### src/rtl/pat_gen_ctrl_pkg.sv
// Shared types and helpers for the pattern-generator configuration sequencer.
package pat_gen_ctrl_pkg;

  localparam int PASS_W = 8;

  typedef enum logic [2:0] {
    S_IDLE     = 3'd0,
    S_ISSUE    = 3'd1,
    S_WAIT_ACK = 3'd2,
    S_NEXT     = 3'd3,
    S_DONE     = 3'd4,
    S_ERR      = 3'd5
  } pg_state_e;

  function automatic int max_w(input int a, input int b);
    return (a > b) ? a : b;
  endfunction

endpackage

### src/rtl/pat_gen_ctrl_timeout.sv
// Acknowledge watchdog: counts enabled cycles and flags the last allowed one.
module pg_timeout_cnt #(
  parameter int TIMEOUT_CYC = 15
) (
  input  logic clk_i,
  input  logic rst_n_i,
  input  logic clr_i,
  input  logic en_i,
  output logic term_o
);

  localparam int CW = $clog2(TIMEOUT_CYC + 1);

  logic [CW-1:0] cnt_q;

  // term_o marks the TIMEOUT_CYC-th enabled cycle so the FSM leaves on that edge
  assign term_o = en_i && (cnt_q == CW'(TIMEOUT_CYC - 1));

  always_ff @(posedge clk_i) begin
    if (!rst_n_i) begin
      cnt_q <= '0;
    end else if (clr_i) begin
      cnt_q <= '0;
    end else if (en_i && !term_o) begin
      cnt_q <= cnt_q + 1'b1;
    end
  end

endmodule

### src/rtl/pat_gen_ctrl.sv
// Writes NUM_REGS incrementing data words to the pattern-generator core per pass,
// repeating rep_cnt times, with ack timeout, abort and completion reporting.
module pat_gen_ctrl
  import pat_gen_ctrl_pkg::*;
#(
  parameter int ADDR_WIDTH  = 12,
  parameter int DATA_WIDTH  = 14,
  parameter int NUM_REGS    = 2,
  parameter int BASE_ADDR   = 0,
  parameter int TIMEOUT_CYC = 15,
  localparam int SUB_W      = max_w(ADDR_WIDTH, DATA_WIDTH)
) (
  input  logic                  wb_clk_i,
  input  logic                  wb_rst_n_i,
  input  logic                  start_i,
  input  logic                  abort_i,
  input  logic [PASS_W-1:0]     rep_cnt_i,
  input  logic [SUB_W-1:0]      seed_i,
  input  logic                  pg_ack_i,
  output logic                  bus_cyc_o,
  output logic [ADDR_WIDTH-1:0] si_addr_o,
  output logic                  cfg_pat_gen_o,
  output logic [SUB_W-1:0]      ctl_pat_data_o,
  output logic                  busy_o,
  output logic                  done_o,
  output logic                  err_o,
  output logic [PASS_W-1:0]     pass_cnt_o
);

  localparam int IDX_W = (NUM_REGS > 1) ? $clog2(NUM_REGS) : 1;
  localparam logic [ADDR_WIDTH-1:0] BASE_A = ADDR_WIDTH'(BASE_ADDR);
  localparam logic [IDX_W-1:0] LAST_IDX = IDX_W'(NUM_REGS - 1);

  pg_state_e         state_q, state_d;
  logic [IDX_W-1:0]  idx_q, idx_d;
  logic [SUB_W-1:0]  data_q, data_d;
  logic [PASS_W-1:0] pass_q, pass_d;
  logic [PASS_W-1:0] rep_q, rep_d;
  logic              err_q, err_d;
  logic              tmo_clr, tmo_en, tmo_term;
  logic              abort_act;

  assign abort_act = abort_i && (state_q != S_IDLE);
  assign tmo_clr   = (state_q == S_ISSUE);
  assign tmo_en    = (state_q == S_WAIT_ACK) && !pg_ack_i && !abort_act;

  pg_timeout_cnt #(
    .TIMEOUT_CYC(TIMEOUT_CYC)
  ) u_timeout (
    .clk_i  (wb_clk_i),
    .rst_n_i(wb_rst_n_i),
    .clr_i  (tmo_clr),
    .en_i   (tmo_en),
    .term_o (tmo_term)
  );

  always_ff @(posedge wb_clk_i) begin
    if (!wb_rst_n_i) begin
      state_q <= S_IDLE;
      idx_q   <= '0;
      data_q  <= '0;
      pass_q  <= '0;
      rep_q   <= '0;
      err_q   <= 1'b0;
    end else begin
      state_q <= state_d;
      idx_q   <= idx_d;
      data_q  <= data_d;
      pass_q  <= pass_d;
      rep_q   <= rep_d;
      err_q   <= err_d;
    end
  end

  always_comb begin
    state_d = state_q;
    idx_d   = idx_q;
    data_d  = data_q;
    pass_d  = pass_q;
    rep_d   = rep_q;
    err_d   = err_q;
    // Abort freezes every datapath register; only the state returns to IDLE
    if (abort_act) begin
      state_d = S_IDLE;
    end else begin
      unique case (state_q)
        S_IDLE: begin
          if (start_i && !abort_i) begin
            err_d   = 1'b0;
            pass_d  = '0;
            rep_d   = rep_cnt_i;
            data_d  = seed_i;
            idx_d   = '0;
            state_d = (rep_cnt_i == '0) ? S_DONE : S_ISSUE;
          end
        end
        S_ISSUE: state_d = S_WAIT_ACK;
        S_WAIT_ACK: begin
          if (pg_ack_i) begin
            state_d = S_NEXT;
          end else if (tmo_term) begin
            state_d = S_ERR;
            err_d   = 1'b1;
          end
        end
        S_NEXT: begin
          data_d = data_q + 1'b1;
          if (idx_q != LAST_IDX) begin
            idx_d   = idx_q + 1'b1;
            state_d = S_ISSUE;
          end else begin
            idx_d   = '0;
            pass_d  = pass_q + 1'b1;
            state_d = ((pass_q + 1'b1) == rep_q) ? S_DONE : S_ISSUE;
          end
        end
        S_DONE:  state_d = S_IDLE;
        S_ERR:   state_d = S_IDLE;
        default: state_d = S_IDLE;
      endcase
    end
  end

  assign bus_cyc_o      = (state_q == S_ISSUE) || (state_q == S_WAIT_ACK);
  assign cfg_pat_gen_o  = bus_cyc_o;
  assign si_addr_o      = bus_cyc_o ? (BASE_A + ADDR_WIDTH'(idx_q)) : '0;
  assign ctl_pat_data_o = bus_cyc_o ? data_q : '0;
  assign busy_o         = (state_q != S_IDLE);
  assign done_o         = (state_q == S_DONE);
  assign err_o          = err_q;
  assign pass_cnt_o     = pass_q;

endmodule
### config.mk
export PLATFORM = sky130hd
export DESIGN_NAME = pat_gen_ctrl
export DESIGN_NICKNAME = d
export VERILOG_FILES = /design/src/rtl/pat_gen_ctrl_pkg.sv /design/src/rtl/pat_gen_ctrl_timeout.sv /design/src/rtl/pat_gen_ctrl.sv
export SDC_FILE = /design/constraint.sdc
export NUM_CORES = 1
export LEC_CHECK = 0
export ABC_AREA = 0
export BUFFER_PORTS_ARGS = -buffer_cell sky130_fd_sc_hd__buf_2
export CAP_MARGIN = 0
export CELL_PAD_IN_SITES_DETAIL_PLACEMENT = 1
export CELL_PAD_IN_SITES_GLOBAL_PLACEMENT = 1
export CORE_ASPECT_RATIO = 0.5
export CORE_UTILIZATION = 41
export DETAILED_ROUTE_END_ITERATION = 8
export PLACE_DENSITY = 0.95
export SLEW_MARGIN = 40
export SYNTH_ARGS = -nofsm -noshare
export SYNTH_HDL_FRONTEND = slang
export SYNTH_HIERARCHICAL = 1
export SYNTH_SLANG_ARGS = --single-unit
export TNS_END_PERCENT = 30
### constraint.sdc
create_clock -name wb_clk_i -period 3.3 [get_ports wb_clk_i]
set_input_delay 0.66 -clock wb_clk_i [delete_from_list [all_inputs] [get_ports wb_clk_i]]
set_output_delay 0.66 -clock wb_clk_i [all_outputs]
set_load 0.01 [all_outputs]
==> results of run 1 <==
sequential cells by signal, summed over array words and instances, names as in the netlist:
signal / count
err_o: 1
u_timeout/cnt_q: 4
pass_cnt_o: 8
rep_q: 8
data_q: 14
state_q: 3
idx_q: 1
synthesized netlist by cell type, types with 2 or more instances:
cell and n:
dfxtp_1 39, nand2_1 29, and2_1 22, a21oi_1 18
o21ai_0 18, nor2_1 17, buf_4 12, mux2i_1 12
clkbuf_1 11, nor2b_1 11, a21boi_0 10, nor3_1 10
nand3_1 9, and3_1 6, buf_2 6, nand2b_1 6
nor4_1 6, or3_1 6, o21a_1 5, ha_1 4
inv_1 4, nand4_1 4, xnor2_1 4, a31o_2 3
a31oi_1 3, nor3b_1 3, o221a_2 3, xor2_1 3
a211o_1 2, a211oi_1 2, a22oi_1 2, a41oi_1 2
nand4b_1 2, o21ai_1 2, o21bai_1 2, o2bb2ai_1 2
or4_1 2
worst max-delay path by stage:
stage | from | end | slack, ns | cells past startpoint
2_1_floorplan | state_q[1]$_SDFFE_PP0P_ | ctl_pat_data_o[10] | 1.22 | 5
3_3_place_gp | abort_i | state_q[2]$_SDFFE_PP0P_ | 1.04 | 8
3_5_place_dp | abort_i | state_q[0]$_SDFFE_PP0P_ | 0.77 | 8
4_1_cts | state_q[1]$_SDFFE_PP0P_ | ctl_pat_data_o[1] | 0.86 | 5
5_1_grt | state_q[1]$_SDFFE_PP0P_ | ctl_pat_data_o[1] | 0.75 | 5
6_report | state_q[1]$_SDFFE_PP0P_ | ctl_pat_data_o[1] | 0.84 | 5
worst reg2reg max path: cells and delay by family (launching register included):
family | cells | cell delay [ns]
fa+ha+maj | 1 | 0.38
flops | 1 | 0.52
simple gates | 3 | 0.98
compound gates | 2 | 0.46
area by class of cell:
cell class | count | area (µm²) | share of cell area, %
multi-input cells | 258 | 1630 | 54.5
flip-flops and latches | 39 | 781 | 26.1
repair buffers | 58 | 300 | 10.1
clock buffers | 8 | 156 | 5.24
well taps | 84 | 105 | 3.52
inverters | 4 | 15.0 | 0.503
report_power, final:
group          switching, W  internal [W]
Combinational     0.0000744     0.0000586
Sequential        0.0000193      0.000488
Clock              0.000188      0.000322
logic make-up after synthesis:
| kind of cell | count (synthesis) | share of synthesized area (%) |
|---|---|---|
| compound gates | 80 | 21.6 |
| xor+xnor | 7 | 2.41 |
| fa+ha+maj | 4 | 1.96 |
| buf+inv | 33 | 6.92 |
| flops | 39 | 30.6 |
| mux | 13 | 5.15 |
| other cells | 1 | 0.147 |
| simple gates | 143 | 31.2 |
per-layer routing:
layer  global-route usage [%]  share of wire, %  vias to the layer above
met5                        0                 0                        -
met4                     12.2               2.3                        0
met3                     4.60               4.1                       19
met2                     44.4                49                       93
met1                     30.8                45                     1249
li1                         -                 -                     1220
metrics by stage:
| stage | utilization, % | cells | worst slack, ns |
|---|---|---|---|
| floorplan | - | 330 | 1.22 |
| global placement | 49.4 | 443 | 1.04 |
| detailed placement | 49.4 | 443 | 0.767 |
| CTS | 52.1 | 451 | 0.857 |
| global route | 52.1 | 451 | 0.748 |
| finish | 52.1 | 451 | 0.843 |
==> impl_metrics.tcl, run 1 <==
set metrics [dict create \
    grt_pass1_vias 2626 \
    final_nets 397 \
    avgRoutedWirePerCell_um 17.5 \
    cp.required_ns 2.64 \
    ios 66 \
    cts-root-buf "clkbuf_16" \
    cp_top_family "flip-flops" \
    drv_cap 0 \
    worst_pin_slew_ns 0.677 \
    synth_top_area_cell "dfxtp_1" \
    hp-class "flop to flop" \
    status "complete, no violations" \
    yosysWarningCount 6 \
    gp_congestion 0.836 \
    fmax_mhz 407 \
    worstHoldStart "data_q[8]$_SDFFE_PN0P_" \
    gr-usage-all-layers_pct 25.4 \
    reg2regPathDepth 6 \
    core_um2 5730 \
    slew_headroom_pct 54.5 \
    grt_first_pass_wirelength_um 13000 \
    overflow 0 \
    syn_inst 320 \
    reg2reg_slack_ns 0.88 \
    r2r_start "pass_cnt_o[0]$_SDFFE_PN0P_" \
    dr.pass1.iters 4 \
    port_buffers 54 \
    final_cell_mix "buf_2, dfxtp_1, nand2_1" \
    area.growth.synth_to_final_pct 17.2 \
    reg2reg_to "state_q[2]$_SDFFE_PP0P_" \
    ctsHoldBuffers 0 \
    synth_top_flop_cell "dfxtp_1" \
    yosysSeqAreaShare_pct 30.6 \
    fin_skew_ns 0.00381 \
    ir_drop_v 0.000221 \
    die_h_um 57.8 \
    cp_slowest_cell "dfxtp_1" \
    power.density_nw_per_um2 385 \
    period_minus_slack_ns 2.46 \
    cp.arrival_ns 1.80 \
    whs_endpoint "data_q[8]$_SDFFE_PN0P_" \
    crit_type "flop to output port" \
    ys_ff_latch 39 \
    wl_um 7880 \
    tns_ns 0 \
    cp_max_fo 17 \
    layout_commonest_cell "buf_2" \
    drive_gt1_share_pct 21.8 \
    via_count 2581 \
    antenna_found_initial 0 \
    n_antenna_cell 0 \
    period_share_pct 74.5 \
    clkLatencyLatePin_ns 0.28 \
    ys_async_sr_fraction_pct 0 \
    cts_inserted_buffers 5 \
    dpl-instance-area_um2 2830 \
    grt_max_degree 37 \
    holdPathStages 2 \
    cts_tree "built" \
    hold_violations 0 \
    syn_avg_cell_area_um2 7.96 \
    rsz0062_at_grt "no" \
    drc 0 \
    ys_types 55 \
    fp.dieW_um 114 \
    path_buf_inv 2 \
    start_kind "flop" \
    post-cts-setup-buffer-count 0 \
    finish.instance_area_um2 2990 \
    drt_iter0_drc 158 \
    slew_violations 0 \
    setup_violations 0 \
    crit_chain "nand2b_1 -> a21oi_1 -> buf_4 -> and2_1 -> buf_2" \
    via_per_inst 5.72 \
    synthTopCellsByArea "dfxtp_1, and2_1, mux2i_1" \
    cts_resized 0 \
    synth.top_cell.area_share_pct 30.6 \
    dp_hpwl_um 5570 \
    initial_core_util_pct 44.5 \
    synthesis.area_um2 2550 \
    ant_nets 0 \
    fill_cells 718 \
    totalPowerFinal_w 0.00115 \
    dieArea_um2 6550 \
    clockBufferDepth 2 \
    cts.sinks 39 \
    slowest_delay_ns 0.60 \
    holdWs_ns 0.516 \
    end_kind "output port" \
    leakagePower_nw 1.28 \
    clk_pin_slew_ns 0.06 \
    rows 19 \
    synth-edff-count 0 \
    htreeDepth 2 \
]
Note: power is estimated with default switching activity, not from simulation.
==> run 2: changes to the inputs <==
Settings changed: CORE_UTILIZATION 41 to 35, PLACE_DENSITY 0.95 to 0.89.
Clock period 3.3 ns to 2.08 ns, I/O delays scaled along.
==> impl_metrics.tcl, run 2 (same netlist as run 1, synthesis figures left out) <==
set metrics [dict create \
    cp.arrival_ns 2.25 \
    ant_nets 0 \
    fin_skew_ns 0.00625 \
    wl_um 8190 \
    power.density_nw_per_um2 579 \
    port_buffers 54 \
    worst_pin_slew_ns 0.615 \
    clkLatencyLatePin_ns 0.29 \
    rows 21 \
    final_nets 418 \
    cts.sinks 39 \
    grt_pass1_vias 2576 \
    start_kind "flop" \
    period_share_pct 98.0 \
    layout_commonest_cell "buf_2" \
    ctsHoldBuffers 0 \
    ir_drop_v 0.000292 \
    clockBufferDepth 2 \
    fp.dieW_um 123 \
    antenna_found_initial 0 \
    drc 0 \
    htreeDepth 2 \
    final_cell_mix "buf_2, dfxtp_1, nand2_1" \
    dpl-instance-area_um2 2970 \
    cp_max_fo 10 \
    avgRoutedWirePerCell_um 17.1 \
    fill_cells 854 \
    dieArea_um2 7650 \
    drv_cap 0 \
    hold_violations 0 \
    core_um2 6860 \
    dr.pass1.iters 4 \
    period_minus_slack_ns 2.04 \
    initial_core_util_pct 37.2 \
    grt_max_degree 20 \
    die_h_um 62.3 \
    grt_first_pass_wirelength_um 12600 \
    status "complete, no violations" \
    hp-class "input pin to flop" \
    slew_violations 0 \
    n_antenna_cell 0 \
    totalPowerFinal_w 0.00186 \
    finish.instance_area_um2 3210 \
    cts_tree "built" \
    drt_iter0_drc 136 \
    end_kind "flop" \
    setup_violations 0 \
    crit_type "flop to flop" \
    cp.required_ns 2.29 \
    gr-usage-all-layers_pct 20.8 \
    holdWs_ns 0.404 \
    overflow 0 \
    clk_pin_slew_ns 0.06 \
    via_count 2637 \
    largest_reg_flops 14 \
    fmax_mhz 491 \
    top_register "data_q" \
    cts-root-buf "clkbuf_16" \
    gp_congestion 0.768 \
    area.growth.synth_to_final_pct 25.8 \
    via_per_inst 5.49 \
    dp_hpwl_um 5440 \
    leakagePower_nw 1.40 \
    cts_inserted_buffers 5 \
    ios 66 \
    slew_headroom_pct 59.0 \
    drive_gt1_share_pct 27.8 \
]
==> run 2: changes by cell type in the layout (fill, tap and decap cells not counted) <==
cell,change
buf_4,+17
buf_6,+4
dfxtp_4,+1
dfxtp_1,-3
dfxtp_2,+2
and3_4,+1
nand2b_4,+2
and3_1,-1
a21oi_1,-1
nand2b_1,-2
a21oi_4,+1
==> run 2: repair_timing <==
item                       4_1_cts  5_1_grt
gates resized for setup          1       18
setup endpoints to repair       15       17
gates cloned                     0        2
pin swaps                        0        2
setup buffers                    0        2
==> run 2: where the power goes <==
group	internal [W]	switching (W)
Clock	0.000511	0.000299
Combinational	0.000115	0.000131
Sequential	0.000774	0.0000284
==> run 2: per-stage QoR <==
step	util, %	setup slack, ns	TNS (ns)	instances
final	46.8	0.0425	0	480
after detailed placement	43.3	-0.0243	-0.0317	468
after global placement	43.3	0.0764	0	468
after global routing	46.8	-0.0616	-0.0917	480
after floorplan	-	0.0859	0	330
after CTS	45.6	0.00851	0	476
==> run 2: layout make-up <==
class	count	area (µm²)	area share [%]
well taps	92	115	3.59
repair buffers	79	473	14.7
inverters	4	15.0	0.468
multi-input cells	258	1660	51.8
flip-flops and latches	39	787	24.5
clock buffers	8	156	4.88
==> run 2: final timing paths <==
kind / from / endpoint / slack [ns] / depth (start not counted)
max: pass_cnt_o[2]$_SDFFE_PN0P_ / state_q[2]$_SDFFE_PP0P_ / 0.04 / 5
min: seed_i[0] / data_q[0]$_SDFFE_PN0P_ / 0.40 / 3
max reg2reg: pass_cnt_o[2]$_SDFFE_PN0P_ / state_q[2]$_SDFFE_PP0P_ / 0.04 / 5
min reg2reg: err_o$_SDFFE_PN0P_ / err_o$_SDFFE_PN0P_ / 0.50 / 2
==> run 2: critical path, stage by stage, from the launching register on <==
cell and delay (ns):
dfxtp_1 0.56, and3_4 0.31, nand4_1 0.11, a211o_1 0.34, or4_1 0.49, o21ai_1 0.15
==> run 2: layer usage <==
layer | part of all wire (%) | track usage (%)
met1 | 46 | 26.4
met5 | 0 | 0
met2 | 47 | 35.0
met4 | 1.9 | 6.40
met3 | 4.7 | 4.50
==> run 3: changes to the inputs <==
Settings changed: MAX_ROUTING_LAYER from default to met4.
==> impl_metrics.tcl, run 3 (same netlist as run 1, synthesis figures left out) <==
set metrics [dict create \
    grt_pass1_vias 2579 \
    overflow 0 \
    dr_wl_met3_um 273 \
    cts.sinks 39 \
    cp.arrival_ns 1.60 \
    via_count 2633 \
    p_sw_w 0.000468 \
    dieArea_um2 7650 \
    hold_violations 0 \
    port_buffers 54 \
    cp_max_fo 6 \
    gr-usage-all-layers_pct 21.4 \
    totalPowerFinal_w 0.00187 \
    dr.pass1.iters 4 \
    cts-root-buf "clkbuf_16" \
    setup_violations 0 \
    period_share_pct 97.1 \
    final_cell_mix "buf_2, dfxtp_1, nand2_1" \
    drc 0 \
    ff_latch_area_um2 787 \
    slew_violations 0 \
    end_kind "output port" \
    dpl-instance-area_um2 2970 \
    grt_first_pass_wirelength_um 12600 \
    worst_pin_slew_ns 0.622 \
    htreeDepth 2 \
    grt_max_degree 20 \
    ctsHoldBuffers 0 \
    start_kind "flop" \
    cp.required_ns 1.66 \
    met2_length_um 3860 \
    antenna_found_initial 0 \
    multi_input_area_um2 1660 \
    finish.instance_area_um2 3210 \
    swShare_pct 25.1 \
    gp_congestion 0.778 \
    holdPathStages 3 \
    final.setup.worst_slack_ns 0.0596 \
    top_register "data_q" \
    clkLatencyLatePin_ns 0.29 \
    p_int_w 0.00140 \
    via_per_inst 5.49 \
    reg2regPathDepth 5 \
    crit_type "flop to output port" \
    final_nets 418 \
    drv_cap 0 \
    clockPowerShare_pct 43.9 \
    initial_core_util_pct 37.2 \
    seq_power_share_pct 42.9 \
    clockBufferDepth 2 \
    status "complete, no violations" \
    rows 21 \
    avgRoutedWirePerCell_um 17.2 \
    met1Wirelength_um 3960 \
    drive_gt1_share_pct 27.8 \
    combPwrFrac_pct 13.2 \
    core_um2 6860 \
    area.growth.synth_to_final_pct 25.8 \
    fill_cells 854 \
    die_h_um 62.3 \
    dp_hpwl_um 5440 \
    hp-class "input pin to flop" \
    leakagePower_nw 1.40 \
    slew_headroom_pct 58.5 \
    n_antenna_cell 0 \
    largest_reg_flops 14 \
    drt_iter0_drc 156 \
    cts_tree "built" \
    ant_nets 0 \
    period_minus_slack_ns 2.02 \
    ios 66 \
    fp.dieW_um 123 \
    place_ws_ns -0.0243 \
    power.density_nw_per_um2 583 \
    layout_commonest_cell "buf_2" \
    cts_inserted_buffers 5 \
    fin_skew_ns 0.00581 \
    fmax_mhz 495 \
    wl_um 8240 \
    clk_pin_slew_ns 0.06 \
    ir_drop_v 0.000299 \
    highest_layer "met4" \
]
run 3: cell counts in the layout (fill, tap and decap cells not counted):
No cell type changed its count.
run 3: area by class of cell:
class	count	area share, %
sequential	39	24.5
tap	92	3.59
timing repair buffer	79	14.7
inverter	4	0.468
multi-input combinational	258	51.8
clock buffer	8	4.88
run 3: metrics by stage:
step | hold slack (ns) | utilization, % | TNS, ns | std cells
final | 0.403 | 46.8 | 0 | 480
after global routing | 0.415 | 46.8 | -0.0726 | 480
after CTS | 0.407 | 45.6 | 0 | 476
after detailed placement | 0.475 | 43.3 | -0.0317 | 468
after global placement | 0.463 | 43.3 | 0 | 468
after floorplan | 0.466 | - | 0 | 330
run 3: timing repair:
item / 4_1_cts / 5_1_grt
buffers inserted: 0 / 2
gates cloned: 0 / 2
resized for setup: 1 / 18
pin swaps: 0 / 1
endpoints found under the setup margin: 15 / 17
run 3: power groups by stage:
stage	Combinational (W)	Sequential (W)	Clock, W
global placement	0.000214	0.000816	0
CTS	0.000225	0.000802	0.000828
global route	0.000271	0.000806	0.000869
detailed placement	0.000223	0.000818	0
floorplan	0.000158	0.000809	0
finish	0.000246	0.000802	0.000820
run 3: path summary, 6_finish.rpt:
kind                              start                       to  slack, ns
max             state_q[0]$_SDFFE_PP0P_       ctl_pat_data_o[13]       0.06
min                           seed_i[0]   data_q[0]$_SDFFE_PN0P_       0.40
max reg2reg  pass_cnt_o[2]$_SDFFE_PN0P_  state_q[2]$_SDFFE_PP0P_       0.06
min reg2reg          err_o$_SDFFE_PN0P_       err_o$_SDFFE_PN0P_       0.51
run 3: critical path: stages, from the launching register on:
cell	delay [ns]
dfxtp_4	0.36
buf_4	0.16
nand2b_4	0.15
a21oi_4	0.22
buf_6	0.16
and2_1	0.14
buf_2	0.13
run 3: layer usage:
metal  global-route usage, %  vias to the layer above
li1                        -                     1267
met4                    6.40                        0
met1                    26.9                     1282
met3                    3.86                       18
met5                       -                        -
met2                    35.0                       66
